## config.mk

```make
export PLATFORM = sky130hd
export DESIGN_NAME = stage_nhead_seq
export DESIGN_NICKNAME = d
export VERILOG_FILES = /design/src/rtl/stage_nhead_seq.sv
export SDC_FILE = /design/constraint.sdc
export NUM_CORES = 1
export LEC_CHECK = 0
export ABC_AREA = 1
export CAP_MARGIN = 10
export CORE_AREA = 2 2 229 231
export DETAILED_ROUTE_END_ITERATION = 6
export DIE_AREA = 0 0 231 233
export PLACE_DENSITY = 0.5
export SETUP_SLACK_MARGIN = 0.02
export SLEW_MARGIN = 20
export SYNTH_ARGS = -nofsm -noshare
export SYNTH_HDL_FRONTEND = slang
export SYNTH_SLANG_ARGS = --single-unit
```

## constraint.sdc

```tcl
create_clock -name clk -period 12.8 [get_ports clk]
set_input_delay 2.56 -clock clk [delete_from_list [all_inputs] [get_ports clk]]
set_output_delay 2.56 -clock clk [all_outputs]
set_load 0.05 [all_outputs]
```

## src/rtl/stage_nhead_seq.sv

```systemverilog
// One transformer-like stage: sequences N_HEAD external attention heads over a token,
// adds the first residual, runs MLP_LAYERS scalar MLP layers, then adds the second residual.
module stage_nhead_seq #(
  parameter int unsigned DATA_W     = 16,
  parameter int unsigned N_HEAD     = 4,
  parameter int unsigned MLP_LAYERS = 2,
  parameter int unsigned FRAC       = 8
) (
  input  logic                         clk,
  input  logic                         rstn,
  input  logic                         in_valid,
  output logic                         in_ready,
  input  logic [DATA_W-1:0]            in_data,
  output logic                         head_start,
  output logic [((N_HEAD > 1) ? $clog2(N_HEAD) : 1)-1:0] head_sel,
  output logic [DATA_W-1:0]            head_in,
  input  logic                         head_done,
  input  logic [DATA_W-1:0]            head_data,
  input  logic [MLP_LAYERS*DATA_W-1:0] mlp_w,
  input  logic [MLP_LAYERS*DATA_W-1:0] mlp_b,
  output logic                         out_valid,
  input  logic                         out_ready,
  output logic [DATA_W-1:0]            out_data,
  output logic                         busy,
  output logic                         end_s
);

  localparam int unsigned SEL_W = (N_HEAD > 1) ? $clog2(N_HEAD) : 1;
  localparam int unsigned LAY_W = (MLP_LAYERS > 1) ? $clog2(MLP_LAYERS) : 1;
  // Wide enough for a full signed product plus a bias without wrap.
  localparam int unsigned BIG_W = 2 * DATA_W + 2;

  localparam logic signed [BIG_W-1:0] SAT_MAX = {{(BIG_W-DATA_W+1){1'b0}}, {(DATA_W-1){1'b1}}};
  localparam logic signed [BIG_W-1:0] SAT_MIN = {{(BIG_W-DATA_W+1){1'b1}}, {(DATA_W-1){1'b0}}};

  typedef enum logic [2:0] {
    S_IDLE, S_HEAD_REQ, S_HEAD_WAIT, S_RES, S_MLP, S_OUT
  } state_t;

  state_t state, state_n;

  logic signed [DATA_W-1:0] x, x_n;
  logic signed [DATA_W-1:0] acc, acc_n;
  logic signed [DATA_W-1:0] r, r_n;
  logic signed [DATA_W-1:0] m, m_n;
  logic signed [DATA_W-1:0] out_q, out_n;
  logic [SEL_W-1:0]         idx, idx_n;
  logic [LAY_W-1:0]         layer, layer_n;
  logic                     end_n;

  logic signed [DATA_W-1:0] w_l, b_l;
  logic signed [DATA_W-1:0] head_sum, res_sum, mlp_new, out_sum;

  function automatic logic signed [DATA_W-1:0] sat(input logic signed [BIG_W-1:0] v);
    if (v > SAT_MAX)      sat = SAT_MAX[DATA_W-1:0];
    else if (v < SAT_MIN) sat = SAT_MIN[DATA_W-1:0];
    else                  sat = v[DATA_W-1:0];
  endfunction

  // Datapath arithmetic, all evaluated at BIG_W before clamping.
  always_comb begin
    w_l      = mlp_w[int'(layer)*DATA_W +: DATA_W];
    b_l      = mlp_b[int'(layer)*DATA_W +: DATA_W];
    head_sum = sat(BIG_W'(acc) + BIG_W'($signed(head_data)));
    res_sum  = sat(BIG_W'(acc) + BIG_W'(x));
    mlp_new  = sat(((BIG_W'(m) * BIG_W'(w_l)) >>> FRAC) + BIG_W'(b_l));
    out_sum  = sat(BIG_W'(mlp_new) + BIG_W'(r));
  end

  // Next-state and next-datapath logic.
  always_comb begin
    state_n = state;
    x_n     = x;
    acc_n   = acc;
    r_n     = r;
    m_n     = m;
    out_n   = out_q;
    idx_n   = idx;
    layer_n = layer;
    end_n   = 1'b0;
    case (state)
      S_IDLE: begin
        if (in_valid) begin
          x_n     = $signed(in_data);
          acc_n   = '0;
          idx_n   = '0;
          state_n = S_HEAD_REQ;
        end
      end
      S_HEAD_REQ: state_n = S_HEAD_WAIT;
      S_HEAD_WAIT: begin
        if (head_done) begin
          acc_n = head_sum;
          if (idx == SEL_W'(N_HEAD - 1)) begin
            state_n = S_RES;
          end else begin
            idx_n   = idx + SEL_W'(1);
            state_n = S_HEAD_REQ;
          end
        end
      end
      S_RES: begin
        r_n     = res_sum;
        m_n     = res_sum;
        layer_n = '0;
        state_n = S_MLP;
      end
      S_MLP: begin
        m_n = mlp_new;
        if (layer == LAY_W'(MLP_LAYERS - 1)) begin
          out_n   = out_sum;
          state_n = S_OUT;
        end else begin
          layer_n = layer + LAY_W'(1);
        end
      end
      S_OUT: begin
        if (out_ready) begin
          end_n   = 1'b1;
          state_n = S_IDLE;
        end
      end
      default: state_n = S_IDLE;
    endcase
  end

  // State, datapath and registered handshake outputs.
  always_ff @(posedge clk) begin
    if (rstn) begin
      state      <= S_IDLE;
      x          <= '0;
      acc        <= '0;
      r          <= '0;
      m          <= '0;
      out_q      <= '0;
      idx        <= '0;
      layer      <= '0;
      in_ready   <= 1'b1;
      head_start <= 1'b0;
      out_valid  <= 1'b0;
      busy       <= 1'b0;
      end_s      <= 1'b0;
    end else begin
      state      <= state_n;
      x          <= x_n;
      acc        <= acc_n;
      r          <= r_n;
      m          <= m_n;
      out_q      <= out_n;
      idx        <= idx_n;
      layer      <= layer_n;
      in_ready   <= (state_n == S_IDLE);
      head_start <= (state_n == S_HEAD_REQ);
      out_valid  <= (state_n == S_OUT);
      busy       <= (state_n != S_IDLE);
      end_s      <= end_n;
    end
  end

  assign head_sel = idx;
  assign head_in  = x;
  assign out_data = out_q;

endmodule

```

Word level (Yosys, flattened, before mapping). Index checks and enable logic that the tools add are counted.

Add/subtract/negate cells: 6. Equality and inequality tests: 11. Shifts and indexed selects: 2. Bitwise operators: 1. $lt $le $gt $ge: 8. Multiplexer cells: 25. $mul: 1. Reductions and logical operators: 10.

Operators with widths (count): 16-bit two-way mux (10); 16-bit one-hot mux with 2 select lines (2); 32-bit by 6-bit variable part select with 16-bit output (2); 16-bit by 16-bit adder with 17-bit output (3); 17-bit by 16-bit > comparator with 1-bit output (second input constant) (3); 17-bit by 16-bit less-than comparator with 1-bit output (second input constant) (3); 16-bit by 16-bit multiplier with 32-bit output (1); 24-bit by 16-bit adder with 25-bit output (1); 25-bit by 16-bit > comparator with 1-bit output (second input constant) (1); 25-bit by 16-bit less-than comparator with 1-bit output (second input constant) (1); 3-bit one-hot mux with 6 select lines (1); 3-bit two-way mux (4); 3-bit equality test (second input constant) (3); 2-bit two-way mux (4); 3-bit by 1-bit equality test with 1-bit output (second input constant) (2); 3-bit by 2-bit equality test with 1-bit output (second input constant) (2); 3-bit logical NOT (2); 2-bit inequality test (second input constant) (3); 2-bit one-hot mux with 2 select lines (1); 2-bit AND reduction (2); 4-bit AND reduction (1); 2-bit nonzero test (2); 3-bit AND reduction (1); 3-bit nonzero test (1); 7 further kinds (8).

Bits in registers: 91. Bits of input ports: 101. Output and inout port bits: 39. Logic and storage cells: 77.

Longest topological paths before layout. Gate-level depths: netlist of the first run.

Depth after elaboration: 10. Mapped depth: 64. Depth with buffers taken out: 60.

Worst setup path before layout of the first run. No wires, ideal clock.

Kind: input -> register. Start: input mlp_w[22]. End: register out_q[10] (netlist: out_data[10]). Data required time: 12730 ps. Arrival time: 11351 ps. Cell stages on the path: 52. Setup time: 70 ps. Slack: 1379 ps. Path buffers: 3. Cells stage by stage: or2_2 > o21ai_1 > clkbuf_1 > nor2_1 > fa_1 > inv_1 > fa_1 > fa_1 > inv_1 > fa_1 > fa_1 > inv_1 > fa_1 > inv_1 > ha_1 > a21oi_1 > o21ai_0 > inv_1 > (+16 left out) > buf_12 > nand2_2 > nand2_2 > ha_1 > inv_1 > fa_1 > nor3_1 > nor2_1 > o21ai_2 > nand3_1 > o21ai_2 > nand2_1 > nand2_1 > nand2_1 > nor2_1 > nor2_2 > buf_4 > a21oi_1.

Word-level cells in the longest chain between the ends: 10. Elaborated cells between the ends (all ways): 12. Those cells by class: 2 x add/sub; 1 x mul; 4 x order compare; 1 x shift; 4 x mux.

Ends and longest elaborated chain: start, declared (RTL line 19) `input logic [MLP_LAYERS*DATA_W-1:0] mlp_w,`; 32-bit by 6-bit variable part select with 16-bit output * (RTL line 62) `w_l = mlp_w[int'(layer)*DATA_W +: DATA_W];`; 16-bit by 16-bit multiplier with 32-bit output * (RTL line 66) `mlp_new = sat(((BIG_W'(m) * BIG_W'(w_l)) >>> FRAC) + BIG_W'(b_l));`; 24-bit by 16-bit adder with 25-bit output * (RTL line 66); 25-bit by 16-bit less-than comparator with 1-bit output (RTL line 56) `else if (v < SAT_MIN) sat = SAT_MIN[DATA_W-1:0];`; 16-bit two-way mux (RTL line 56); 16-bit two-way mux * (RTL line 55) `if (v > SAT_MAX) sat = SAT_MAX[DATA_W-1:0];`; 16-bit by 16-bit adder with 17-bit output * (RTL line 67) `out_sum = sat(BIG_W'(mlp_new) + BIG_W'(r));`; 17-bit by 16-bit less-than comparator with 1-bit output (RTL line 56); 16-bit two-way mux (RTL line 56); 16-bit two-way mux * (RTL line 55); end signal, assigned (RTL line 149) `out_q <= out_n;`; end, declared (RTL line 46) `logic signed [DATA_W-1:0] out_q, out_n;`.

Mark *: on every way between the ends. The rest lies on a longest branch, timed or not. A chain may end at the register's enable or synchronous reset.

Final worst setup path of the first run.
Start: input mlp_w[22]. End: register out_q[6] (netlist: out_data[6]).

The elaborated chain is that of the path after synthesis.

==> summary.txt, run 1 <==
Power
  – P_leak: 10.9 nW
  – Psw: between 1.5 and 2 mW
  – Reg power frac: 8.5%
  – Tot Pwr: between 3 and 4 mW
  – Comb pwr share: 82.8%
  – Int Pwr: between 1.5 and 2 mW
  – Worst VDD drop: 138 uV
  – Switching Share: 54.0%
  – Clock power share: under 10%
  – Power Dens Cells: around 170 mW/mm2

Status
  – Outcome: completed

Critical path
  – CP Launch Type: primary input
  – Crit end category: flip-flop
  – CP Depth: 52
  – Slowest CP cell: fa_1
  – Reg2Reg Setup Slack: ~1.9 ns
  – WP buf/inv: 9
  – CP Data Required Time: roughly 13 ns
  – Worst path top cell family by delay: adder cells
  – R2R depth: 53
  – Slowest stage delay, CP: ~0.57 ns
  – CP max FO: 15
  – Setup CP Type: primary input to flip-flop
  – Worst endpoint data arrival time: approximately 13 ns
  – Top cell by count, worst path: nand2_1

Timing
  – Post-route minimum period: approximately 12 ns
  – Relative max-transition margin: between 20% and 30%
  – PnR worst setup slack: approximately 0.50 ns
  – Least-Margin Pin Slew: 1.10 ns
  – Post-Route Skew: around 0.012 ns
  – Setup violators final: 0
  – Final Hold Vio Count: 0
  – Fmax: 81.3 MHz
  – Crit share post-route: a little over nine tenths
  – Slew Viols, Final: 0

Clock network
  – Clk buf depth: 2
  – CTS tree: yes
  – CTS Sinks: just over 90
  – Root Buffer: clkbuf_16
  – Clock-pin slew on the worst setup and hold paths: approximately 0.07 ns
  – Worst skew pair latency: roughly 0.35 ns
  – H-Tree Depth: 3
  – Cts bufs inserted: 9
  – Hold-fix buffers, CTS: 0

GRT
  – Number of global-route vias before repair: between 15000 and 20000
  – Largest net degree at the start of global routing: 53
  – Global-route wire length before repair: ~94000 um
  – Initial antenna violation count: 0
  – Total track usage: about 23%
  – Grt ovf: 0

Worst hold path
  – Hold path cells: 2
  – HP Class: flip-flop to flip-flop

Yosys
  – Post-synthesis cell type count: 50
  – Net Count, Synth: 2995
  – Synth top area share: around 30%
  – #FFs+latches synth: 91
  – Syn avg cell area: a little over 7 um2
  – Mapped Area: 0.0178 mm2
  – Synth area leaders: fa_1, nand2_1, ha_1
  – Biggest area consumer among synthesized cells: fa_1
  – Yosys warns: 0
  – Sequential fraction of the synthesis area: approximately 10%
  – Post-Synthesis Cells: about 2500

Place
  – Setup WS pre-CTS: -0.261 ns
  – Dpl cells: 3367
  – Dpl hpwl: between 50000 and 60000 um
  – GPL Wtd Cong: between 0.9 and 1
  – Area of placed instances: around 0.021 mm2
  – Buffers on Ports: ~140

Floorplan
  – Rows: a little over 80
  – Core Area: slightly above 0.05 mm2
  – Initial core utilization: a little over a third
  – Die width: approximately 230 um
  – Ports: 140
  – Die area: roughly 0.054 mm2
  – Die height: 233 um

Layout
  – # diodes: 0
  – Share of cells above drive strength 1: under 10%
  – Non-filler cells, final: 3394
  – Fill cells: ~5300
  – Nets: 3231
  – Finished Cell Area: 0.0214 mm2
  – Area growth syn-to-layout: 20.1%

Job
  – MaxCap Viol Count: 0

Route
  – Routed len/inst: approximately 17 um
  – # DRC: 0
  – Total wire length: 59100 um
  – Drt via density: 4.81
  – Initial DRC count: approximately 820
  – Via Count: around 16000
  – TritonRoute pass-1 iters: 5
  – Routed Antenna Nets: 0
[cell type report]
class                      instances  area, um2  area share [%]
sequential                        91       1820            8.52
clock buffer                      10        239            1.12
timing repair buffer             280       2510            11.7
clock inverter                     6        119           0.556
inverter                         496       1880            8.78
tap                              680        851            3.98
multi-input combinational       1831      14000            65.3
[metrics by stage]
step	hold WS, ns	TNS (ns)	utilization [%]
floorplan	0.450	0	-
global placement	0.476	-3.87	40.7
detailed placement	0.484	-3.84	40.7
CTS	0.495	0	41.4
global route	0.520	-0.111	41.8
finish	0.496	0	41.8
[cells by family after synthesis]
family	after synthesis	synth area share, %
and+or+nand+nor	1034	23.8
buffers and inverters	551	11.8
adders and majority gates	421	40.8
AOI/OAI and AO/OA	282	8.70
xor gates and xnor gates	92	4.57
DFF	91	10.2
muxes	2	0.112
[routing by layer]
metal	part of all wire (%)	global-route usage (%)
met2	45	35.8
met4	2.5	5.20
met5	0	0
met1	48	32.9
met3	4.4	2.54
[worst paths after layout]
| kind | startpoint | to |
|---|---|---|
| hold reg to reg | r[15] | r[15] |
| setup / recovery | mlp_w[22] | out_data[6] |
| hold / removal | r[15] | r[15] |
| setup reg to reg | layer | out_data[6] |
[timing repair]
action	in CTS	in global routing
resized for setup	0	32
setup buffers	0	11
endpoints found under the setup margin	0	16
[placed cells by master (no fill, tap or decap), types with 6 or more instances in the layout]
cell	synthesis	layout
a21oi_1	152	147
a21oi_2	2	6
a31oi_1	9	8
buf_4	4	136
clkbuf_16	0	9
clkdlybuf4s50_1	0	138
clkinv_1	9	8
dfxtp_1	91	91
fa_1	265	264
ha_1	156	154
inv_1	478	475
inv_2	9	9
nand2_1	554	549
nand2_2	28	32
nand3_1	46	46
nand4_1	18	18
nor2_1	322	319
nor2_2	8	10
nor3_1	19	17
o21a_1	7	7
o21ai_0	80	75
o21ai_1	3	7
or2_2	23	23
xnor2_1	33	33
xor2_1	58	58
[Yosys cell counts (all sizes together)]
cell,number
o21bai,5
or2,23
and3,1
clkbuf,46
nand2,583
a21oi,154
buf,9
xnor2,33
nand3b,4
a221oi,1
o221ai,2
xor2,59
fa,265
a31oi,9
ha,156
o211a,1
o2111ai,4
o21ai,87
dfxtp,91
nor4,2
a21boi,1
o22ai,1
inv,487
nor3,22
clkinv,9
nand3,50
mux2i,2
o41ai,1
nand4,18
nor2,330
a211oi,3
and2,1
a21o,4
o21a,7
o31ai,2
[tightest hold or removal path, stage by stage, from the launching register on]
cell     delay [ns]
dfxtp_1        0.33
nand2_1        0.07
a21oi_1        0.06
[sequential cells by signal (all words and copies together), names as in the netlist, 2 cells and up]
register and cells:
state 3, acc 16, r 16, head_in 16, out_data 16, m 16, head_sel 2
[power by group through the flow]
stage,clock network (mW),registers (mW),logic [mW]
floorplan,0,0.330,1.91
global placement,0,0.321,3.03
detailed placement,0,0.321,3.02
CTS,0.327,0.315,3.04
global route,0.340,0.316,3.41
finish,0.320,0.315,3.06
No activity file was read; power rests on OpenSTA's default activity.
==> inputs of run 2 (changes only) <==
--- a/config.mk
+++ b/config.mk
@@ -6,10 +6,10 @@
 export NUM_CORES = 1
 export LEC_CHECK = 0
 export ABC_AREA = 1
-export CAP_MARGIN = 10
 export CORE_AREA = 2 2 229 231
 export DETAILED_ROUTE_END_ITERATION = 6
 export DIE_AREA = 0 0 231 233
+export HOLD_SLACK_MARGIN = 0.03
 export PLACE_DENSITY = 0.5
 export SETUP_SLACK_MARGIN = 0.02
 export SLEW_MARGIN = 20
==> results of run 2 <==
No change in the layout: final DEF, timing and power equal those of run 1.
==> inputs of run 3 (changes only) <==
--- a/config.mk
+++ b/config.mk
@@ -12,6 +12,7 @@
 export HOLD_SLACK_MARGIN = 0.03
 export PLACE_DENSITY = 0.5
 export SETUP_SLACK_MARGIN = 0.02
+export SKIP_CTS_REPAIR_TIMING = 1
 export SLEW_MARGIN = 20
 export SYNTH_ARGS = -nofsm -noshare
 export SYNTH_HDL_FRONTEND = slang
==> results of run 3 <==
No change in the layout: final DEF, timing and power equal those of run 1.
